`config.mk`:
```
export PLATFORM = sky130hd
export DESIGN_NAME = ifu_fetch_ctrl
export DESIGN_NICKNAME = d
export VERILOG_FILES = /design/src/rtl/ifu_pkg.sv /design/src/rtl/ifu_fetch_queue.sv /design/src/rtl/ifu_fetch_ctrl.sv
export SDC_FILE = /design/constraint.sdc
export NUM_CORES = 1
export LEC_CHECK = 0
export BUFFER_PORTS_ARGS = -buffer_cell sky130_fd_sc_hd__buf_2
export CORE_AREA = 2 2 171 340
export CTS_BUF_LIST = sky130_fd_sc_hd__clkbuf_4 sky130_fd_sc_hd__clkbuf_8 sky130_fd_sc_hd__clkbuf_16
export DETAILED_ROUTE_END_ITERATION = 12
export DIE_AREA = 0 0 173 342
export PLACE_DENSITY = 0.82
export SYNTH_ARGS = -nofsm -noshare
export SYNTH_HDL_FRONTEND = slang
export SYNTH_HIERARCHICAL = 1
export SYNTH_SLANG_ARGS = --single-unit
```
`constraint.sdc`:
```
create_clock -name clk -period 5.5 [get_ports clk]
set_input_delay 0.275 -clock clk [delete_from_list [all_inputs] [get_ports clk]]
set_output_delay 0.275 -clock clk [all_outputs]
set_load 0.01 [all_outputs]
```
`src/rtl/ifu_pkg.sv`:
```
// Shared types for the instruction fetch unit: reset PC, controller states and fetch-queue entry.
package ifu_pkg;

    localparam logic [31:0] RESET_PC_DEFAULT = 32'hBFC0_0000;
    localparam int unsigned INST_W           = 128;

    typedef enum logic [1:0] {
        ST_REQ  = 2'd0,
        ST_WAIT = 2'd1,
        ST_FULL = 2'd2,
        ST_HALT = 2'd3
    } fetch_state_e;

    typedef struct packed {
        logic [31:0]       pc;
        logic [INST_W-1:0] inst;
        logic [3:0]        mask;
        logic              exc;
    } fetch_entry_t;

    // Valid-instruction mask for a line entered at word offset word_off.
    function automatic logic [3:0] offset_mask(input logic [1:0] word_off);
        return 4'(4'b1111 << word_off);
    endfunction

endpackage

```
`src/rtl/ifu_fetch_queue.sv`:
```
// Synchronous FIFO of fetched lines with flush and occupancy count; head is zero while empty.
module ifu_fetch_queue
    import ifu_pkg::*;
#(
    parameter int unsigned DEPTH = 4
) (
    input  logic                   clk,
    input  logic                   rst_n,
    input  logic                   flush,
    input  logic                   push,
    input  fetch_entry_t           push_data,
    input  logic                   pop,
    output fetch_entry_t           head,
    output logic                   valid,
    output logic [$clog2(DEPTH):0] count
);

    localparam int unsigned PTR_W = (DEPTH > 1) ? $clog2(DEPTH) : 1;
    localparam int unsigned CNT_W = $clog2(DEPTH) + 1;
    localparam logic [CNT_W-1:0] DEPTH_C = CNT_W'(DEPTH);

    fetch_entry_t     mem_q [DEPTH];
    fetch_entry_t     mem_d [DEPTH];
    logic [PTR_W-1:0] wr_q, wr_d, rd_q, rd_d;
    logic [CNT_W-1:0] cnt_q, cnt_d;
    logic             do_push, do_pop;

    always_comb begin
        mem_d   = mem_q;
        wr_d    = wr_q;
        rd_d    = rd_q;
        cnt_d   = cnt_q;
        do_pop  = pop && (cnt_q != '0);
        do_push = push && ((cnt_q != DEPTH_C) || do_pop);
        // Flush wins over any push or pop in the same cycle.
        if (flush) begin
            wr_d  = '0;
            rd_d  = '0;
            cnt_d = '0;
        end else begin
            if (do_push) begin
                mem_d[wr_q] = push_data;
                wr_d        = wr_q + PTR_W'(1);
            end
            if (do_pop) begin
                rd_d = rd_q + PTR_W'(1);
            end
            cnt_d = cnt_q + CNT_W'(do_push) - CNT_W'(do_pop);
        end
    end

    always_ff @(posedge clk or negedge rst_n) begin
        if (!rst_n) begin
            for (int i = 0; i < int'(DEPTH); i++) begin
                mem_q[i] <= '0;
            end
            wr_q  <= '0;
            rd_q  <= '0;
            cnt_q <= '0;
        end else begin
            mem_q <= mem_d;
            wr_q  <= wr_d;
            rd_q  <= rd_d;
            cnt_q <= cnt_d;
        end
    end

    assign valid = (cnt_q != '0);
    assign head  = valid ? mem_q[rd_q] : '0;
    assign count = cnt_q;

endmodule

```
`src/rtl/ifu_fetch_ctrl.sv`:
```
// Instruction fetch controller: issues line requests to the icache and queues returned lines for decode.
// Optional stall counter enabled by defining IFU_PERF_CNT_EN.
module ifu_fetch_ctrl
    import ifu_pkg::*;
#(
    parameter logic [31:0] RESET_PC = RESET_PC_DEFAULT,
    parameter int unsigned FQ_DEPTH = 4
) (
    input  logic              clk,
    input  logic              rst,
    output logic              inst_req,
    output logic              inst_wr,
    output logic [1:0]        inst_size,
    output logic [31:0]       inst_wdata,
    output logic              inst_hasException,
    output logic [7:0]        inst_index,
    output logic [19:0]       inst_tag,
    output logic              inst_unCache,
    input  logic              inst_index_ok,
    input  logic              inst_data_ok,
    input  logic [INST_W-1:0] inst_rdata,
    input  logic              redirect_valid,
    input  logic [31:0]       redirect_pc,
    output logic              out_valid,
    input  logic              out_ready,
    output logic [31:0]       out_pc,
    output logic [INST_W-1:0] out_inst,
    output logic [3:0]        out_mask,
    output logic              out_exc,
    output logic [31:0]       perf_stall_cnt
);

    localparam int unsigned CNT_W = $clog2(FQ_DEPTH) + 1;
    localparam logic [CNT_W-1:0] DEPTH_C = CNT_W'(FQ_DEPTH);

    fetch_state_e     state_q, state_d;
    logic [31:0]      pc_q, pc_d, req_pc_q, req_pc_d;
    logic             discard_q, discard_d;
    logic             inst_req_q, inst_req_d;
    logic             accept, push_ok;
    logic             fq_push, fq_pop, fq_flush, fq_valid;
    fetch_entry_t     fq_wdata, fq_head;
    logic [CNT_W-1:0] fq_count, count_nxt;

    ifu_fetch_queue #(
        .DEPTH (FQ_DEPTH)
    ) u_queue (
        .clk       (clk),
        .rst_n     (rst),
        .flush     (fq_flush),
        .push      (fq_push),
        .push_data (fq_wdata),
        .pop       (fq_pop),
        .head      (fq_head),
        .valid     (fq_valid),
        .count     (fq_count)
    );

    assign accept = inst_req_q && inst_index_ok;
    assign fq_pop = fq_valid && out_ready;

    always_comb begin
        state_d   = state_q;
        pc_d      = pc_q;
        req_pc_d  = req_pc_q;
        discard_d = discard_q && !inst_data_ok;
        fq_push   = 1'b0;
        fq_wdata  = '0;
        fq_flush  = 1'b0;
        push_ok   = 1'b0;
        count_nxt = fq_count;

        if (redirect_valid) begin
            // A line still owed by the icache must be swallowed before the new pc is fetched.
            fq_flush  = 1'b1;
            pc_d      = redirect_pc;
            state_d   = ST_REQ;
            discard_d = (discard_q && !inst_data_ok)
                      || (state_q == ST_WAIT && !inst_data_ok)
                      || accept;
        end else begin
            case (state_q)
                ST_REQ: begin
                    if (discard_q) begin
                        state_d = ST_REQ;
                    end else if (pc_q[1:0] != 2'b00) begin
                        if (fq_count < DEPTH_C) begin
                            fq_push       = 1'b1;
                            fq_wdata.pc   = pc_q;
                            fq_wdata.exc  = 1'b1;
                            state_d       = ST_HALT;
                        end else begin
                            state_d = ST_FULL;
                        end
                    end else if (fq_count >= DEPTH_C) begin
                        state_d = ST_FULL;
                    end else if (accept) begin
                        state_d  = ST_WAIT;
                        req_pc_d = pc_q;
                        pc_d     = {pc_q[31:4] + 28'd1, 4'b0000};
                    end
                end
                ST_WAIT: begin
                    if (inst_data_ok) begin
                        fq_push       = 1'b1;
                        fq_wdata.pc   = req_pc_q;
                        fq_wdata.inst = inst_rdata;
                        fq_wdata.mask = offset_mask(req_pc_q[3:2]);
                        state_d       = ST_REQ;
                    end
                end
                ST_FULL: begin
                    if (fq_count < DEPTH_C) begin
                        state_d = ST_REQ;
                    end
                end
                ST_HALT: begin
                    state_d = ST_HALT;
                end
            endcase
        end

        // Request flop is computed from next-cycle state so it lines up with state_q in REQ.
        push_ok = fq_push && ((fq_count < DEPTH_C) || fq_pop);
        if (fq_flush) begin
            count_nxt = '0;
        end else begin
            count_nxt = fq_count + CNT_W'(push_ok) - CNT_W'(fq_pop);
        end
        inst_req_d = (state_d == ST_REQ) && !discard_d
                   && (pc_d[1:0] == 2'b00) && (count_nxt < DEPTH_C);
    end

    always_ff @(posedge clk or negedge rst) begin
        if (!rst) begin
            state_q    <= ST_REQ;
            pc_q       <= RESET_PC;
            req_pc_q   <= '0;
            discard_q  <= 1'b0;
            inst_req_q <= 1'b0;
        end else begin
            state_q    <= state_d;
            pc_q       <= pc_d;
            req_pc_q   <= req_pc_d;
            discard_q  <= discard_d;
            inst_req_q <= inst_req_d;
        end
    end

`ifdef IFU_PERF_CNT_EN
    logic [31:0] perf_q, perf_d;

    always_comb begin
        perf_d = perf_q;
        if (state_q == ST_FULL || (state_q == ST_WAIT && !inst_data_ok)) begin
            perf_d = perf_q + 32'd1;
        end
    end

    always_ff @(posedge clk or negedge rst) begin
        if (!rst) begin
            perf_q <= '0;
        end else begin
            perf_q <= perf_d;
        end
    end

    assign perf_stall_cnt = perf_q;
`else
    assign perf_stall_cnt = '0;
`endif

    assign inst_req          = inst_req_q;
    assign inst_wr           = 1'b0;
    assign inst_size         = 2'b10;
    assign inst_wdata        = '0;
    assign inst_hasException = 1'b0;
    assign inst_index        = pc_q[11:4];
    assign inst_tag          = pc_q[31:12];
    assign inst_unCache      = (pc_q[31:29] == 3'b101);

    assign out_valid = fq_valid;
    assign out_pc    = fq_head.pc;
    assign out_inst  = fq_head.inst;
    assign out_mask  = fq_head.mask;
    assign out_exc   = fq_head.exc;

endmodule

```
After elaboration in Yosys (flattened, before gate mapping)
Cells that the tools add are included.
{ "totals": {"regBits": 735, "latchBits": 0, "mem_bits_rw": 0, "rom_bits": 0, "inputBits": 166, "out_inout_bits": 264, "wordCells": 127, "memories": 0} }
{ "classes": {"n_addsub": 7, "n_mul": 0, "n_div": 0, "magnitude_cmp": 6, "n_eq_ne": 8, "shifts": 1, "mux": 44, "bitwise_logic": 7, "n_reduce_logical": 29} }
{ "ops": {"columns": ["operator", "count"], "rows": [
  ["$mux 165", 5],
  ["$bwmux 660", 1],
  ["$bmux 165 s2", 1],
  ["$demux 165 s2", 1],
  ["$mux 32", 9],
  ["$mux 164", 1],
  ["$mux 132", 1],
  ["$pmux 32 s2", 1],
  ["$add 28x1->28 const B", 1],
  ["$mux 2", 11],
  ["$logic_and 1x1->1", 11],
  ["$reduce_bool 2->1", 5],
  ["$ge 3x3->1 const B", 3],
  ["$mux 1", 9],
  ["$pmux 2 s4", 1],
  ["$add 3x1->3", 2],
  ["$logic_not 2->1", 3],
  ["$lt 3x3->1 const B", 2],
  ["$mux 3", 2],
  ["$ne 2x2->1 const B", 3],
  ["$not 2->3", 2],
  ["$reduce_and 6->1", 1],
  ["$sub 3x1->3", 2],
  ["$not 1->1", 5],
  ["other kinds (13)", 19]
]} }

Logic depth before layout (Yosys ltp)
{ "logic_depth": {"depth_word": 12, "ltp_mapped": 14} }

Cells and area by module
The synthesis kept the hierarchy.
{ "by_module_without_submodules": {"columns": ["mod", "n_inst", "cells_each", "area_per_inst_um2", "seq_area_each_um2"], "rows": [
  ["ifu_fetch_queue", 1, 1825, 29909.9, 16691.0],
  ["ifu_fetch_ctrl", 1, 633, 5315.1, 1712.9]
]} }

Worst setup path before layout
OpenSTA, ideal clock, no wires.
{ "synth_path": {"path_type": "reg2reg", "start": "register u_queue.cnt_q[2], in the netlist u_queue/count[2]", "end": "register u_queue.cnt_q[2], in the netlist u_queue/count[2]", "setup_time_ns": 0.086, "arrival_ns": 3.164, "required_ns": 5.414, "setup_slack_ns": 2.250, "stages_incl_launch_ff": 15, "n_path_buf": 2, "path_cell_list": "dfrtp_1 -> or3_1 -> clkbuf_1 -> clkbuf_1 -> and2_1 -> nor4b_4 -> nand2b_1 -> ha_1 -> inv_1 -> ha_1 -> inv_1 -> fa_1 -> xor2_1 -> and2_1 -> nor3_1"} }
{ "synth_via": {"word_cells_on_any_way": 15} }
{ "synth_rtl": {"columns": ["element", "line", "rtl"], "rows": [
  ["from (decl)", "ifu_fetch_queue.sv:25", "logic [CNT_W-1:0] cnt_q, cnt_d;"],
  ["from (signal assigned)", "ifu_fetch_queue.sv:64", "cnt_q <= cnt_d;"],
  ["$reduce_bool 3->1 (*)", "ifu_fetch_queue.sv:68", "assign valid = (cnt_q != '0);"],
  ["net out_valid", "ifu_fetch_ctrl.sv:24", "output logic out_valid,"],
  ["$logic_and 1x1->1 (*)", "ifu_fetch_ctrl.sv:60", "assign fq_pop = fq_valid && out_ready;"],
  ["net fq_pop", "ifu_fetch_ctrl.sv:41", "logic fq_push, fq_pop, fq_flush, fq_valid;"],
  ["$logic_and 1x1->1 (*)", "ifu_fetch_queue.sv:33", "do_pop = pop && (cnt_q != '0);"],
  ["$logic_or 1x1->1", "ifu_fetch_queue.sv:34", "do_push = push && ((cnt_q != DEPTH_C) || do_pop);"],
  ["$logic_and 1x1->1", "ifu_fetch_queue.sv:34", null],
  ["$add 3x1->3", "ifu_fetch_queue.sv:48", "cnt_d = cnt_q + CNT_W'(do_push) - CNT_W'(do_pop);"],
  ["$sub 3x1->3 (*)", "ifu_fetch_queue.sv:48", null],
  ["$mux 3 (*)", "ifu_fetch_queue.sv:36", "if (flush) begin"],
  ["net u_queue.cnt_d[2]", "ifu_fetch_queue.sv:25", null]
]} }
The timed path passes the listed nets; every way through them passes the cells marked *.
A chain may end at the register's enable or synchronous reset.

Worst setup path after layout
{ "layout_path": {"start": "register u_queue.cnt_q[2], in the netlist u_queue/count[2]", "end": "output port out_pc[2]"} }
{ "layout_via": {"elab_chain_cells": 2} }
{ "layout_rtl": {"columns": ["element", "line", "rtl"], "rows": [
  ["$reduce_bool 3->1", "ifu_fetch_queue.sv:68", null],
  ["$mux 165", "ifu_fetch_queue.sv:69", "assign head = valid ? mem_q[rd_q] : '0;"],
  ["to (decl)", "ifu_fetch_ctrl.sv:26", "output logic [31:0] out_pc,"]
]} }
No other way between the ends.

==> impl_metrics.tcl <==
set metrics [dict create \
    status "finished, final reports clean" \
    hold_viol_final 0 \
    min_path_cells 3 \
    setup-tns-final_ps 0 \
    cp-start-kind "flop" \
    grt_pass1_wl_mm 131 \
    endpoint_kind "output pin" \
    synthCells 2458 \
    hpwlAfterDp_mm 49.5 \
    crit_required_ps 5220 \
    yosys_most_used_dff "dfrtp_1" \
    hold_path.class "in2reg" \
    pin_count 430 \
    cts_tree "yes" \
    cts_sinks 735 \
    ys_seq_area_frac 0.522 \
    synth_edf_count 0 \
    cts_max_level 2 \
    track_usage 0.280 \
    critPathMaxStageDelay_ps 770 \
    yosysUniqueCellTypes 54 \
    port_buffers 361 \
    synth_area_leaders "dfrtp_1 52%, mux2_1 20%, mux4_2 11%, and2_1 3.0%, mux2_2 2.5%" \
    row_count 124 \
    drive_gt1_frac 0.279 \
    finalCritPeriodShare 0.683 \
    crit_chain "or3_4, buf_4, buf_4, and2_1, buf_2" \
    arrival_ps 3480 \
    rsz0062_at_grt "no" \
    clk_pin_slew_ps 70 \
    synth_largest_area_cell "dfrtp_1" \
    vias 21300 \
    wl_mm 82.0 \
    overflow 0 \
    power_mw 14.1 \
    syn-cell-area_sq_mm 0.0352 \
    fillerInstances 3845 \
    avgViaCountPerCell 6.01 \
    period_needed_ps 3760 \
    drv_slew 0 \
    slowest_stage "buf_4" \
    crit_path_max_fanout 94 \
    critPathBufInv 3 \
    gp_congestion 0.814 \
    max-cap-violations 0 \
    grt_pass1_vias 23000 \
    start_util 0.620 \
    synth_area_per_cell_sq_um 14.3 \
    drtIter0Drc 1416 \
    cts_inserted_buffers 61 \
    max_freq_mhz 266 \
    ir_worst_vdd_mv 0.291 \
    synth_warnings 6 \
    clkLatencyLatePin_ps 630 \
    cp_num_cells 5 \
    fin_nets 2911 \
    die_w_um 173 \
    drc_errors 0 \
    clockBufferDepth 3 \
    path_delay_family "buffers and inverters" \
    drt_pass1_iterations 4 \
    finalClockSkew_ps 23.9 \
    power.density_mw_per_mm2 355 \
    fp.dieArea_sq_mm 0.0592 \
    yosys_register_bits 735 \
    path_common_cell "buf_4" \
    synthArstFlopShare 1.00 \
    clockRootBuffer "clkbuf_16" \
    leakagePower_nw 20.6 \
    drtAntennaViolNets 0 \
    antenna_found_initial 11 \
    fp.coreArea_sq_mm 0.0568 \
    max_slew_margin 0.301 \
    die_y_um 342 \
    syn_to_final_growth_pct 12.6 \
    ff2ff_path_depth 6 \
    setup_viol 0 \
    grt_max_degree 177 \
    wl_per_cell_um 23.1 \
    crit_type "reg2out" \
    worst_slew_pin_slew_ps 1050 \
    synth_top_area_share 0.516 \
]
-- registers in the layout, summed over array words and instances, names as in the netlist --
name / count
pc_q: 32
u_queue/count: 3
u_queue/wr_q: 2
u_queue/mem_q: 660
inst_req: 1
state_q: 2
u_queue/rd_q: 2
req_pc_q: 32
discard_q: 1
-- what timing repair did --
| action | 4_1_cts | 5_1_grt |
|---|---|---|
| setup endpoints to repair | 0 | 0 |
| buffers inserted | 0 | 0 |
| endpoints found under the hold margin | 114 | 0 |
| hold buffers | 35 | 0 |
| resized for setup | 0 | 0 |
-- path summary, 6_finish.rpt --
| path | from | endpoint | slack (ps) |
|---|---|---|---|
| max in group asynchronous | rst | u_queue/mem_q[247]$_DFFE_PN0P_ | 3710 |
| hold / removal | inst_rdata[38] | u_queue/mem_q[43]$_DFFE_PN0P_ | 80 |
| hold reg to reg | u_queue/mem_q[280]$_DFFE_PN0P_ | u_queue/mem_q[280]$_DFFE_PN0P_ | 480 |
| setup / recovery | u_queue/count[2]$_DFF_PN0_ | out_pc[2] | 1740 |
| setup reg to reg | u_queue/count[2]$_DFF_PN0_ | u_queue/mem_q[417]$_DFFE_PN0P_ | 1810 |
| min in group asynchronous | rst | u_queue/mem_q[508]$_DFFE_PN0P_ | 270 |
-- cell type report --
| cell class | count | area, sq um | share of cell area |
|---|---|---|---|
| inverters | 13 | 51.3 | 0.00129 |
| repair buffers | 424 | 2550 | 0.0643 |
| clock inverters | 35 | 522 | 0.0132 |
| flip-flops and latches | 735 | 18400 | 0.464 |
| well taps | 756 | 946 | 0.0238 |
| diodes | 6 | 15.0 | 0.000378 |
| multi-input cells | 1500 | 15400 | 0.388 |
| clock buffers | 80 | 1770 | 0.0445 |
-- cells in the mapped netlist (all sizes together), types with 2 or more instances --
master   number
dfrtp       726
mux2        695
buf         203
and2        170
mux4        165
and3        133
clkbuf       73
nand2        48
nor2         47
a22oi        32
o21ai        31
xnor2        23
nor4         14
inv          13
nor3         10
dfstp         9
ha            9
nand3         8
xor2          8
nand4         7
and4          4
and4bb        4
nor2b         4
a2111oi       2
conb          2
nand2b        2
or2           2
-- kinds of logic after synthesis --
group                      Yosys count  share of synthesized area
xor gates and xnor gates            31                    0.00771
DFF                                735                      0.522
other                                2                   0.000213
AOI/OAI and AO/OA                   73                     0.0135
buffers and inverters              289                     0.0480
and+or+nand+nor                    457                     0.0763
adders and majority gates           10                    0.00377
muxes                              861                      0.328
-- metrics by stage --
stage	setup WS (ps)	hold slack, ps	utilization	instance area, sq um	cells
2_1_floorplan	2250	-20.6	-	35500	2524
3_3_place_gp	1950	324	0.652	37000	3393
3_5_place_dp	1860	328	0.652	37000	3393
4_1_cts	1700	49.6	0.698	39700	3543
5_1_grt	1480	82.5	0.699	39700	3549
6_report	1740	82.3	0.699	39700	3549
-- per-layer routing --
layer / wire length [um] / vias up / part of all wire / track usage
met1: 34100 / 11200 / 0.42 / 0.375
met4: 2680 / 8 / 0.033 / 0.0968
met2: 41000 / 657 / 0.50 / 0.476
met5: 50 / - / 0.00061 / 0
li1: - / 9271 / - / -
met3: 4110 / 150 / 0.050 / 0.0403
-- report_power, final --
| part | switching (mW) | total (mW) | leakage, nW | internal (mW) |
|---|---|---|---|---|
| registers | 0.383 | 6.35 | 10.2 | 5.97 |
| logic | 1.62 | 2.87 | 9.36 | 1.24 |
| clock network | 2.03 | 4.87 | 1.11 | 2.84 |
| total | 4.04 | 14.1 | 20.6 | 10.1 |
-- worst min-delay path, stage by stage --
cell and delay, ps:
buf_2 70, and3_1 190, mux2_1 140
-- cells in the final DEF, fill, tap and decap left out, types with 13 or more instances in the layout --
master / count
buf_2: 360
clkbuf_16: 63
dfrtp_1: 724
nand2_1: 47
dlygate4sd3_1: 35
a22oi_1: 32
and3_1: 133
mux2_1: 616
o21ai_0: 31
conb_1: 68
nor2_1: 46
xnor2_1: 23
mux4_2: 165
mux2_2: 79
buf_12: 14
and2_1: 169
nor4_1: 13
buf_4: 14
Power figures use the tool's default switching activity.
